===== src/rtl/common.sv =====
// Shared scalar types used across the pipeline.
package common;

  typedef logic [63:0] u64;

endpackage


===== src/rtl/pipes.sv =====
// Pipeline payload types passed between fetch, decode and later stages.
package pipes;

  import common::*;

  typedef struct packed {
    logic [3:0] alu_op;
    logic       alu_src;
    logic       reg_write;
    logic       mem_read;
    logic       mem_write;
    logic       branch;
  } control_t;

  typedef struct packed {
    u64          pc;
    logic [31:0] raw_instr;
    logic        valid;
  } fetch_data_t;

  typedef struct packed {
    u64          pc;
    logic [31:0] raw_instr;
    control_t    ctl;
    logic [4:0]  dst;
    u64          srca;
    u64          srcb;
    u64          imm_64;
    logic        valid;
  } decode_data_t;

  // Pointer width carries one extra wrap bit so full and empty can be told apart.
  function automatic int dq_ptr_width(input int depth);
    return $clog2(depth) + 1;
  endfunction

endpackage


===== src/rtl/decode_queue_stage_checker.sv =====
// Runtime invariants of the decode queue stage.
module decode_queue_stage_checker #(
  parameter int unsigned DEPTH = 4
) (
  input logic                       clk,
  input logic                       reset,
  input logic                       flush,
  input logic                       push,
  input logic                       full,
  input logic                       data_d_valid,
  input logic [$clog2(DEPTH+1)-1:0] count
);

  localparam int CW = $clog2(DEPTH + 1);

  a_no_push_when_full: assert property (@(posedge clk) disable iff (!reset)
    !(push && full));

  a_count_in_range: assert property (@(posedge clk) disable iff (!reset)
    count <= CW'(DEPTH));

  a_flush_empties: assert property (@(posedge clk) disable iff (!reset)
    flush |=> (count == CW'(0)) && !data_d_valid);

endmodule


===== src/rtl/fetch_fifo.sv =====
// Synchronous circular-buffer FIFO of fetch_data_t entries with wrap-bit pointers.
module fetch_fifo
  import pipes::*;
#(
  parameter int unsigned DEPTH = 4
) (
  input  logic                         clk,
  input  logic                         reset,
  input  logic                         clear,
  input  logic                         push,
  input  logic                         pop,
  input  fetch_data_t                  wdata,
  output fetch_data_t                  head,
  output logic                         full,
  output logic                         empty,
  output logic [$clog2(DEPTH+1)-1:0]   count
);

  localparam int PW = dq_ptr_width(DEPTH);
  localparam int AW = PW - 1;
  localparam int CW = $clog2(DEPTH + 1);

  fetch_data_t   mem_r [DEPTH];
  logic [PW-1:0] head_ptr_r;
  logic [PW-1:0] tail_ptr_r;
  logic          push_ok_s;
  logic          pop_ok_s;

  assign empty     = (head_ptr_r == tail_ptr_r);
  assign full      = (head_ptr_r[AW-1:0] == tail_ptr_r[AW-1:0]) &&
                     (head_ptr_r[AW] != tail_ptr_r[AW]);
  assign count     = CW'(tail_ptr_r - head_ptr_r);
  assign push_ok_s = push && !full && !clear;
  assign pop_ok_s  = pop && !empty && !clear;
  assign head      = mem_r[head_ptr_r[AW-1:0]];

  // Pointer advance; reset and clear both empty the buffer.
  always_ff @(posedge clk) begin
    if (!reset || clear) begin
      head_ptr_r <= '0;
      tail_ptr_r <= '0;
    end else begin
      if (push_ok_s) begin
        tail_ptr_r <= tail_ptr_r + PW'(1);
      end
      if (pop_ok_s) begin
        head_ptr_r <= head_ptr_r + PW'(1);
      end
    end
  end

  // Entry storage; contents need no reset since pointers gate every read.
  always_ff @(posedge clk) begin
    if (reset && push_ok_s) begin
      mem_r[tail_ptr_r[AW-1:0]] <= wdata;
    end
  end

endmodule


===== src/rtl/decode_queue_stage.sv =====
// DEPTH-entry instruction queue between fetch and decode with optional bypass
// and a registered decode output.
module decode_queue_stage
  import common::*;
  import pipes::*;
#(
  parameter int unsigned DEPTH  = 4,
  parameter bit          BYPASS = 1'b1
) (
  input  logic                       clk,
  input  logic                       reset,
  input  fetch_data_t                dataF,
  output logic                       in_ready,
  output logic [31:0]                head_instr,
  output logic [4:0]                 rs1,
  output logic [4:0]                 rs2,
  input  u64                         rd1,
  input  u64                         rd2,
  input  control_t                   ctl,
  input  u64                         imm_64,
  input  logic                       stall,
  input  logic                       flush,
  output decode_data_t               dataD,
  output logic [$clog2(DEPTH+1)-1:0] count
);

  fetch_data_t  q_head_s;
  fetch_data_t  head_s;
  logic         q_full_s;
  logic         q_empty_s;
  logic         adv_s;
  logic         bypass_take_s;
  logic         push_s;
  logic         pop_s;
  decode_data_t dataD_r;

  fetch_fifo #(
    .DEPTH (DEPTH)
  ) u_fifo (
    .clk   (clk),
    .reset (reset),
    .clear (flush),
    .push  (push_s),
    .pop   (pop_s),
    .wdata (dataF),
    .head  (q_head_s),
    .full  (q_full_s),
    .empty (q_empty_s),
    .count (count)
  );

  // Head selection: queued entry first, then same-cycle bypass of fetch data.
  always_comb begin
    head_s = '0;
    if (!q_empty_s) begin
      head_s = q_head_s;
    end else if (BYPASS && dataF.valid) begin
      head_s = dataF;
    end else begin
      head_s = '0;
    end
  end

  // in_ready looks only at registered occupancy, never at stall or dequeue.
  assign in_ready      = !q_full_s;
  assign adv_s         = head_s.valid && !stall && !flush;
  assign bypass_take_s = BYPASS && q_empty_s && dataF.valid && adv_s;
  assign push_s        = dataF.valid && in_ready && !flush && !bypass_take_s;
  assign pop_s         = adv_s && !q_empty_s;

  assign head_instr = head_s.raw_instr;
  assign rs1        = head_s.raw_instr[19:15];
  assign rs2        = head_s.raw_instr[24:20];
  assign dataD      = dataD_r;

  // Decode output register: reset > flush > stall > advance > bubble.
  always_ff @(posedge clk) begin
    if (!reset) begin
      dataD_r <= '0;
    end else if (flush) begin
      dataD_r.valid <= 1'b0;
    end else if (stall) begin
      dataD_r <= dataD_r;
    end else if (adv_s) begin
      dataD_r.pc        <= head_s.pc;
      dataD_r.raw_instr <= head_s.raw_instr;
      dataD_r.ctl       <= ctl;
      dataD_r.dst       <= head_s.raw_instr[11:7];
      dataD_r.srca      <= rd1;
      dataD_r.srcb      <= rd2;
      dataD_r.imm_64    <= imm_64;
      dataD_r.valid     <= 1'b1;
    end else begin
      dataD_r.valid <= 1'b0;
    end
  end

  decode_queue_stage_checker #(
    .DEPTH (DEPTH)
  ) u_checker (
    .clk          (clk),
    .reset        (reset),
    .flush        (flush),
    .push         (push_s),
    .full         (q_full_s),
    .data_d_valid (dataD_r.valid),
    .count        (count)
  );

endmodule


===== config.mk =====
export PLATFORM = sky130hd
export DESIGN_NAME = decode_queue_stage
export DESIGN_NICKNAME = d
export VERILOG_FILES = /design/src/rtl/common.sv /design/src/rtl/pipes.sv /design/src/rtl/decode_queue_stage_checker.sv /design/src/rtl/fetch_fifo.sv /design/src/rtl/decode_queue_stage.sv
export SDC_FILE = /design/constraint.sdc
export NUM_CORES = 1
export LEC_CHECK = 0
export CORE_AREA = 2 2 251 253
export CTS_CLUSTER_SIZE = 30
export DETAILED_ROUTE_END_ITERATION = 8
export DIE_AREA = 0 0 253 255
export PLACE_DENSITY = 0.72
export SYNTH_ARGS = -nofsm -noshare
export SYNTH_HDL_FRONTEND = slang
export SYNTH_SLANG_ARGS = --single-unit

===== constraint.sdc =====
create_clock -name clk -period 5.97 [get_ports clk]
set_clock_uncertainty 0.05 [all_clocks]
set_input_delay 1.4925 -clock clk [delete_from_list [all_inputs] [get_ports clk]]
set_output_delay 1.4925 -clock clk [all_outputs]
set_load 0.03 [all_outputs]

# Word level (Yosys, flattened, before mapping)
# Memory sizes are Yosys's and may differ from the RTL's. A register that Yosys moved wholly into a read port is not among the register bits.
# Cells that the tools add are included.
[totals]
reg_bits = 309
mem_bits_rw = 388
input_bits = 302
out_inout_bits = 349
word_cells = 55
n_memories = 1
[classes]
addsub = 3
eq_ne = 3
n_mux = 7
bitwise_logic = 3
n_reduce_logical = 23
[mem_list]
columns = ["memory", "depth", "word_bits", "read_ports", "rd_clocked_by_memory_dff", "wr", "line_no", "rtl"]
rows = [
  ["u_fifo.mem_r", 4, 97, 1, 1, 1, "fetch_fifo.sv:23", "fetch_data_t mem_r [DEPTH];"],
]
[op_table]
columns = ["op", "n"]
rows = [
  ["97-bit two-way mux", 2],
  ["1-bit logical AND", 14],
  ["3-bit by 1-bit adder with 3-bit output (second input constant)", 2],
  ["1-bit logical NOT", 6],
  ["2-bit two-way mux", 2],
  ["3-bit == test", 1],
  ["1-bit two-way mux", 3],
  ["1-bit inverter", 3],
  ["3-bit AND reduction", 1],
  ["3-bit subtractor", 1],
  ["2-bit == test", 1],
  ["2-bit OR reduction", 1],
  ["1-bit logical OR", 1],
  ["1-bit inequality test", 1],
]

# Depth between registers and ports, before layout
# Gate-level depths: netlist of the first run.
[depth]
word_depth = 12
mapped_depth = 10
depth_no_buf = 6

# By module
# From an unflattened synthesis of the first run, not the netlist that was laid out.
[unflattened]
hier_cells = 2074
area_unflattened_um2 = 27423.8
[modules_own_cells]
columns = ["module", "instances", "cells_each", "area_each_um2", "seq_area_each_um2"]
rows = [
  ["fetch_fifo", 1, 566, 14520.2, 11811.3],
  ["decode_queue_stage", 1, 1508, 12903.6, 5965.7],
]

# Worst setup path before layout of the first run
# No wires, ideal clock.
[synth_timing]
path_kind = "input -> register"
start = "input reset"
end = "memory u_fifo.mem_r[3][0] (netlist bit), enable pin"
setup_ps = 467
arrival_time_ps = 4676
required_ps = 5453
setup_slack_ps = 777
cell_stages = 5
n_path_buf = 2
path_cell_list = "clkbuf_1 clkbuf_1 nand2b_1 nor3_1 and2_1"
[synth_between]
elab_chain_len = 3
[synth_rtl]
columns = ["element", "line_no", "rtl"]
rows = [
  ["from (decl)", "decode_queue_stage.sv:11", "input logic reset,"],
  ["1-bit logical AND", "fetch_fifo.sv:54", "if (reset && push_ok_s) begin"],
  ["1-bit two-way mux", "fetch_fifo.sv:54", ""],
  ["1-bit two-way mux (not written as such)", "fetch_fifo.sv:55", "mem_r[tail_ptr_r[AW-1:0]] <= wdata;"],
  ["to (decl)", "fetch_fifo.sv:23", ""],
]
# No other way between the ends.

# Worst setup path in the final report of the first run
[layout_timing]
start = "register u_fifo.tail_ptr_r[0]"
end = "output head_instr[2]"
[layout_between]
elab_chain_len = 2
[layout_rtl]
columns = ["element", "line_no", "rtl"]
rows = [
  ["from (decl)", "fetch_fifo.sv:25", "logic [PW-1:0] tail_ptr_r;"],
  ["from (signal assigned)", "fetch_fifo.sv:44", "tail_ptr_r <= tail_ptr_r + PW'(1);"],
  ["3-bit == test", "fetch_fifo.sv:29", "assign empty = (head_ptr_r == tail_ptr_r);"],
  ["97-bit two-way mux", "decode_queue_stage.sv:55", "if (!q_empty_s) begin"],
  ["to (decl)", "decode_queue_stage.sv:14", "output logic [31:0] head_instr,"],
]
# No other way between the ends.

==> results of run 1 <==
-- critical path, stage by stage (launching register included) --
cell             delay (ns)
dfxtp_1                0.39
inv_1                  0.12
ha_1                   0.34
and2_1                 0.18
nand2_2                0.45
buf_4                  0.38
o21ai_0                0.55
clkdlybuf4s50_1        0.80
-- layout by cell type, fill, tap and decap left out, types with 3 or more instances in the layout --
cell	n
a21oi_1	4
a221o_1	49
a22oi_1	17
a31oi_1	15
and2_4	4
and3_1	32
buf_12	8
buf_4	26
bufinv_16	7
clkbuf_1	19
clkbuf_16	75
clkbuf_8	10
clkdlybuf4s50_1	648
clkinv_1	5
clkinv_2	9
clkinvlp_4	3
dfxtp_1	304
diode_2	20
edfxtp_1	388
ha_1	7
inv_1	6
mux2i_1	203
mux4_2	97
nand2_1	456
nand4_1	15
nor2_1	22
o211a_1	32
o21ai_0	59
o21ai_1	5
o31ai_1	15
or3_1	32
xnor2_1	3
-- logic make-up (layout without fill, tap and decap cells) --
group / after synthesis / count (layout) / synth area share [%]
AO/OA/AOI/OAI: 202 / 202 / 5.64
XOR/XNOR: 4 / 4 / 0.128
adder cells (fa/ha/maj): 8 / 8 / 0.395
buffers and inverters: 206 / 826 / 4.25
flip-flops: 694 / 694 / 65.2
multiplexers: 300 / 300 / 15.5
other: 0 / 20 / 0
AND/OR/NAND/NOR: 579 / 579 / 8.94
-- layout make-up --
class,instances,area share [%]
diodes,20,0.137
clock buffers,104,5.69
clock inverters,32,1.19
inverters,6,0.0615
multi-input cells,1093,22.9
flip-flops and latches,694,48.5
well taps,799,2.73
repair buffers,684,18.7
-- layer usage --
layer / vias to the layer above / share of wire [%] / global-route usage (%)
met1: 9378 / 38 / 32.4
met5: - / 0.17 / 0
met4: 22 / 2.9 / 9.59
li1: 8421 / - / -
met2: 927 / 48 / 41.3
met3: 151 / 11 / 9.14
-- final timing paths --
path	cells after the start	endpoint	slack [ns]
max	7	head_instr[2]	0.59
min reg2reg	2	dataD[12]	0.41
max reg2reg	7	u_fifo.mem_r[3][86]	2.11
min	2	dataD[12]	0.41
-- where the power goes --
part           total (mW)  leakage, nW  switching, mW  internal (mW)
logic                1.04         6.88          0.571          0.467
clock network        4.71         1.22           1.94           2.78
registers            5.20         5.99         0.0577           5.14
-- metrics by stage --
stage	hold slack [ns]	cell area [um^2]	power, mW	setup WS, ns
after floorplan	0.429	27300	5.80	0.777
after global placement	0.393	34100	6.31	0.760
after detailed placement	0.401	34100	6.33	0.780
after CTS	0.409	36600	11.0	0.603
after global routing	0.426	36600	11.3	0.477
final	0.406	36600	10.9	0.593
-- sequential cells by signal (all words and copies together) (netlist names), named ones only --
signal,count
dataD,298
u_fifo.head_ptr_r,3
u_fifo.mem_r,388
u_fifo.tail_ptr_r,3
==> impl_metrics.env, run 1 <==
export IMPL_clkSinkCount=694
export IMPL_grt_pass1_vias=18527
export IMPL_r2r_start="u_fifo.tail_ptr_r[0]"
export IMPL_hold_viol=0
export IMPL_ys_async_sr_fraction_pct=0
export IMPL_slew_viol_final=0
export IMPL_netlist_instances=1993
export IMPL_drcViolationCount=0
export IMPL_required_ns=4.43
export IMPL_final_setup_viol_count=0
export IMPL_yosys_area_top_type_share_pct=42.7
export IMPL_fin_tns_setup_ns=0
export IMPL_dp_cells=3276
export IMPL_clk_path_buf_depth=3
export IMPL_ant_nets=0
export IMPL_numCtsBuffers=74
export IMPL_yosysMostFrequentCell="nand2_1"
export IMPL_synth_edff_count=388
export IMPL_port_buffers=650
export IMPL_hold_path_class="reg2reg"
export IMPL_tightest_slew_ns=1.21
export IMPL_start_kind="flip-flop"
export IMPL_p_leak_nw=14.1
export IMPL_ios=651
export IMPL_status="finished, final reports clean"
export IMPL_layout_cells_non_filler=3432
export IMPL_ys_seq_area_share_pct=65.2
export IMPL_synth_commonest_cells="nand2_1, edfxtp_1, dfxtp_1"
export IMPL_num_vias=18899
export IMPL_holdCritStartpoint="dataD[12]"
export IMPL_layout_nets=2863
export IMPL_grt_pass1_wl_um=123000
export IMPL_post_route_min_period_ns=5.38
export IMPL_wl_per_cell_um=25.2
export IMPL_synth_top_cell_by_area="edfxtp_1"
export IMPL_relSlewSlack_pct=19.6
export IMPL_yosysWarnings=0
export IMPL_rows=92
export IMPL_irDropWorstVdd_v=0.000243
export IMPL_avgSynthCellArea_um2=13.7
export IMPL_cp_end_kind="output pin"
export IMPL_dr_pass1_iters=6
export IMPL_rsz0062_at_grt="false"
export IMPL_drt_wl_total_um=86500
export IMPL_insertion_delay_ns=0.61
export IMPL_cts_resized=0
export IMPL_arrival_ns=3.83
export IMPL_multiInputGateArea_um2=8400
export IMPL_clk_pin_slew_worst_paths_ns=0.06
export IMPL_start_util_pct=43.9
export IMPL_dieArea_um2=64500
export IMPL_cts_hold_buf=0
export IMPL_synth_top_flop_cell="edfxtp_1"
export IMPL_fmax_mhz=186
export IMPL_overflow=0
export IMPL_htree_levels=3
export IMPL_hpwl_um=58700
export IMPL_grtUsageTotal_pct=25.8
export IMPL_gp_congestion=0.889
export IMPL_final_util_pct=58.9
export IMPL_synthDistinctLibCells=44
export IMPL_cp_max_fo=24
export IMPL_core_area_um2=62200
export IMPL_critPathLaunch="u_fifo.tail_ptr_r[0]"
export IMPL_power_density_nw_per_um2=299
export IMPL_ctsRootBufferMaster="clkbuf_16"
export IMPL_final_seq_area_um2=17800
export IMPL_drt_iter0_drc=1740
export IMPL_area_delta_synth_final_pct=34.3
export IMPL_drv_cap=0
export IMPL_synth_fp_nets=2303
export IMPL_netlist_area_um2=27300
export IMPL_die_h_um=255
export IMPL_crit_type="reg2out"
export IMPL_ys_ff_latch=694
export IMPL_synth_area_top_cells="edfxtp_1, dfxtp_1, mux4_2"
export IMPL_fillers=4830
export IMPL_viasPerCell=5.51
export IMPL_die_width_um=253
export IMPL_drive_gt1_share_pct=10.0
export IMPL_antenna_found_initial=33
export IMPL_grt_max_degree=263
export IMPL_finalCritPeriodShare_pct=90.1
export IMPL_cts_tree="yes"
export IMPL_cts_setup_buffers=0
Note: power is estimated with default switching activity, not from simulation.
==> run 2, diff against run 1 <==
- CORE_AREA: 2 2 251 253 -> 2 2 254 256
- CTS_BUF_LIST: unset -> sky130_fd_sc_hd__clkbuf_4
- DIE_AREA: 0 0 253 255 -> 0 0 256 258
- PLACE_DENSITY: 0.72 -> 0.71
- SKIP_CTS_REPAIR_TIMING: unset -> 1
==> run 2 against run 1 <==
- critical path type unchanged
- largest cell class unchanged
- core utilization shrank 1.1 points
- setup slack lost 0.34 ns
- critical path depth grew 1
- sequential share of layout area shrank 0.22 points
- routed wire length grew 1.2%
==> impl_metrics.env, run 2 (synthesized netlist as in run 1, its figures left out) <==
export IMPL_viasPerCell=5.28
export IMPL_overflow=0
export IMPL_drt_iter0_drc=1429
export IMPL_tightest_slew_ns=1.36
export IMPL_drt_wl_total_um=87600
export IMPL_core_area_um2=63600
export IMPL_layout_common_cells="clkdlybuf4s50_1, nand2_1, edfxtp_1, dfxtp_1, clkbuf_4"
export IMPL_start_util_pct=42.8
export IMPL_drive_gt1_share_pct=16.6
export IMPL_die_h_um=258
export IMPL_port_buffers=650
export IMPL_p_leak_nw=14.4
export IMPL_area_delta_synth_final_pct=35.0
export IMPL_hpwl_um=59000
export IMPL_antenna_found_initial=39
export IMPL_htree_levels=4
export IMPL_cp_end_kind="output pin"
export IMPL_reg2reg_slack_ns=2.03
export IMPL_largest_reg_flops=388
export IMPL_relSlewSlack_pct=9.00
export IMPL_min_to="dataD[115]"
export IMPL_rsz0062_at_grt="false"
export IMPL_clkSinkCount=694
export IMPL_ant_nets=0
export IMPL_numCtsBuffers=180
export IMPL_arrival_ns=4.18
export IMPL_critPathLaunch="u_fifo.tail_ptr_r[0]"
export IMPL_clk_path_buf_depth=3
export IMPL_total_power_mw=10.7
export IMPL_layout_nets=2971
export IMPL_reg2reg_depth=6
export IMPL_layout_cells_most_common="clkdlybuf4s50_1"
export IMPL_post_route_min_period_ns=5.72
export IMPL_gp_congestion=0.899
export IMPL_ios=651
export IMPL_grt_pass1_vias=19743
export IMPL_ctsRootBufferMaster="clkbuf_4"
export IMPL_dr_pass1_iters=5
export IMPL_wl_per_cell_um=23.6
export IMPL_clk_pin_slew_worst_paths_ns=0.06
export IMPL_hold_viol=0
export IMPL_holdCritStartpoint="dataD[115]"
export IMPL_cts_tree="yes"
export IMPL_start_kind="flip-flop"
export IMPL_slew_viol_final=0
export IMPL_hold_depth=2
export IMPL_num_vias=19580
export IMPL_timing_rr_end="dataD[203]"
export IMPL_required_ns=4.43
export IMPL_insertion_delay_ns=1.00
export IMPL_irDropWorstVdd_v=0.000215
export IMPL_hold_path_class="reg2reg"
export IMPL_grt_max_degree=269
export IMPL_final_setup_viol_count=0
export IMPL_grtUsageTotal_pct=26.0
export IMPL_fillers=5224
export IMPL_hold_ws_ns=0.406
export IMPL_cp_max_fo=29
export IMPL_status="finished, final reports clean"
export IMPL_drcViolationCount=0
export IMPL_crit_type="reg2out"
export IMPL_power_density_nw_per_um2=290
export IMPL_grt_pass1_wl_um=127000
export IMPL_dieArea_um2=66000
export IMPL_die_width_um=256
export IMPL_finalCritPeriodShare_pct=95.8
export IMPL_fin_tns_setup_ns=0
export IMPL_drv_cap=0
export IMPL_fmax_mhz=175
export IMPL_rows=93
export IMPL_final_util_pct=57.8
-- run 2: cell count changes in the layout (fill, tap and decap cells not counted), sizes merged --
cell	change
clkinvlp	-3
bufinv	-3
clkinv	+10
clkbuf	+195
buf	+2
diode	+11
inv	+5
-- run 2: worst max-delay path by stage --
stage | endpoint | slack (ns) | cells past startpoint
after global routing | head_instr[21] | 0.07 | 8
after CTS | head_instr[21] | 0.17 | 8
after global placement | rs2[0] | 0.83 | 4
after detailed placement | head_instr[18] | 0.84 | 5
after floorplan | u_fifo.mem_r[3][0] | 0.78 | 5
final | head_instr[21] | 0.25 | 8
-- run 2: final cells by class --
cell class / instances / area (um^2) / area share (%)
Clock buffer: 299 / 2240 / 6.10
Inverter: 6 / 22.5 / 0.0612
Antenna cell: 31 / 77.6 / 0.211
Clock inverter: 41 / 322 / 0.874
Multi-Input combinational cell: 1093 / 8400 / 22.8
Tap cell: 855 / 1070 / 2.91
Sequential cell: 694 / 17800 / 48.3
Timing Repair Buffer: 686 / 6890 / 18.7
-- run 2: metrics by stage --
stage          cell area [um^2]  setup slack (ns)  std cells
4_1_cts                   36700             0.170       3674
6_report                  36800             0.250       3705
5_1_grt                   36800            0.0662       3701
3_5_place_dp              34200             0.844       3334
2_1_floorplan             27300             0.777       1993
3_3_place_gp              34200             0.830       3334
-- run 2: critical path: stages, from the launching register on --
cell,delay [ns]
dfxtp_1,0.38
inv_1,0.11
ha_1,0.33
and2_1,0.18
nand2_2,0.52
buf_4,0.46
o21ai_0,0.32
buf_4,0.21
clkdlybuf4s50_1,0.69
-- run 2: layer usage --
metal / vias up / global-route usage (%) / part of all wire [%]
met1: 9770 / 31.3 / 39
li1: 8792 / - / -
met3: 146 / 8.73 / 8.4
met5: - / 0 / 0.091
met4: 12 / 13.0 / 3.2
met2: 860 / 41.8 / 49
-- run 2: power breakdown --
| part | switching [mW] | internal (mW) |
|---|---|---|
| combinational | 0.568 | 0.468 |
| clock | 1.99 | 2.45 |
| sequential | 0.0538 | 5.14 |
| total | 2.62 | 8.06 |
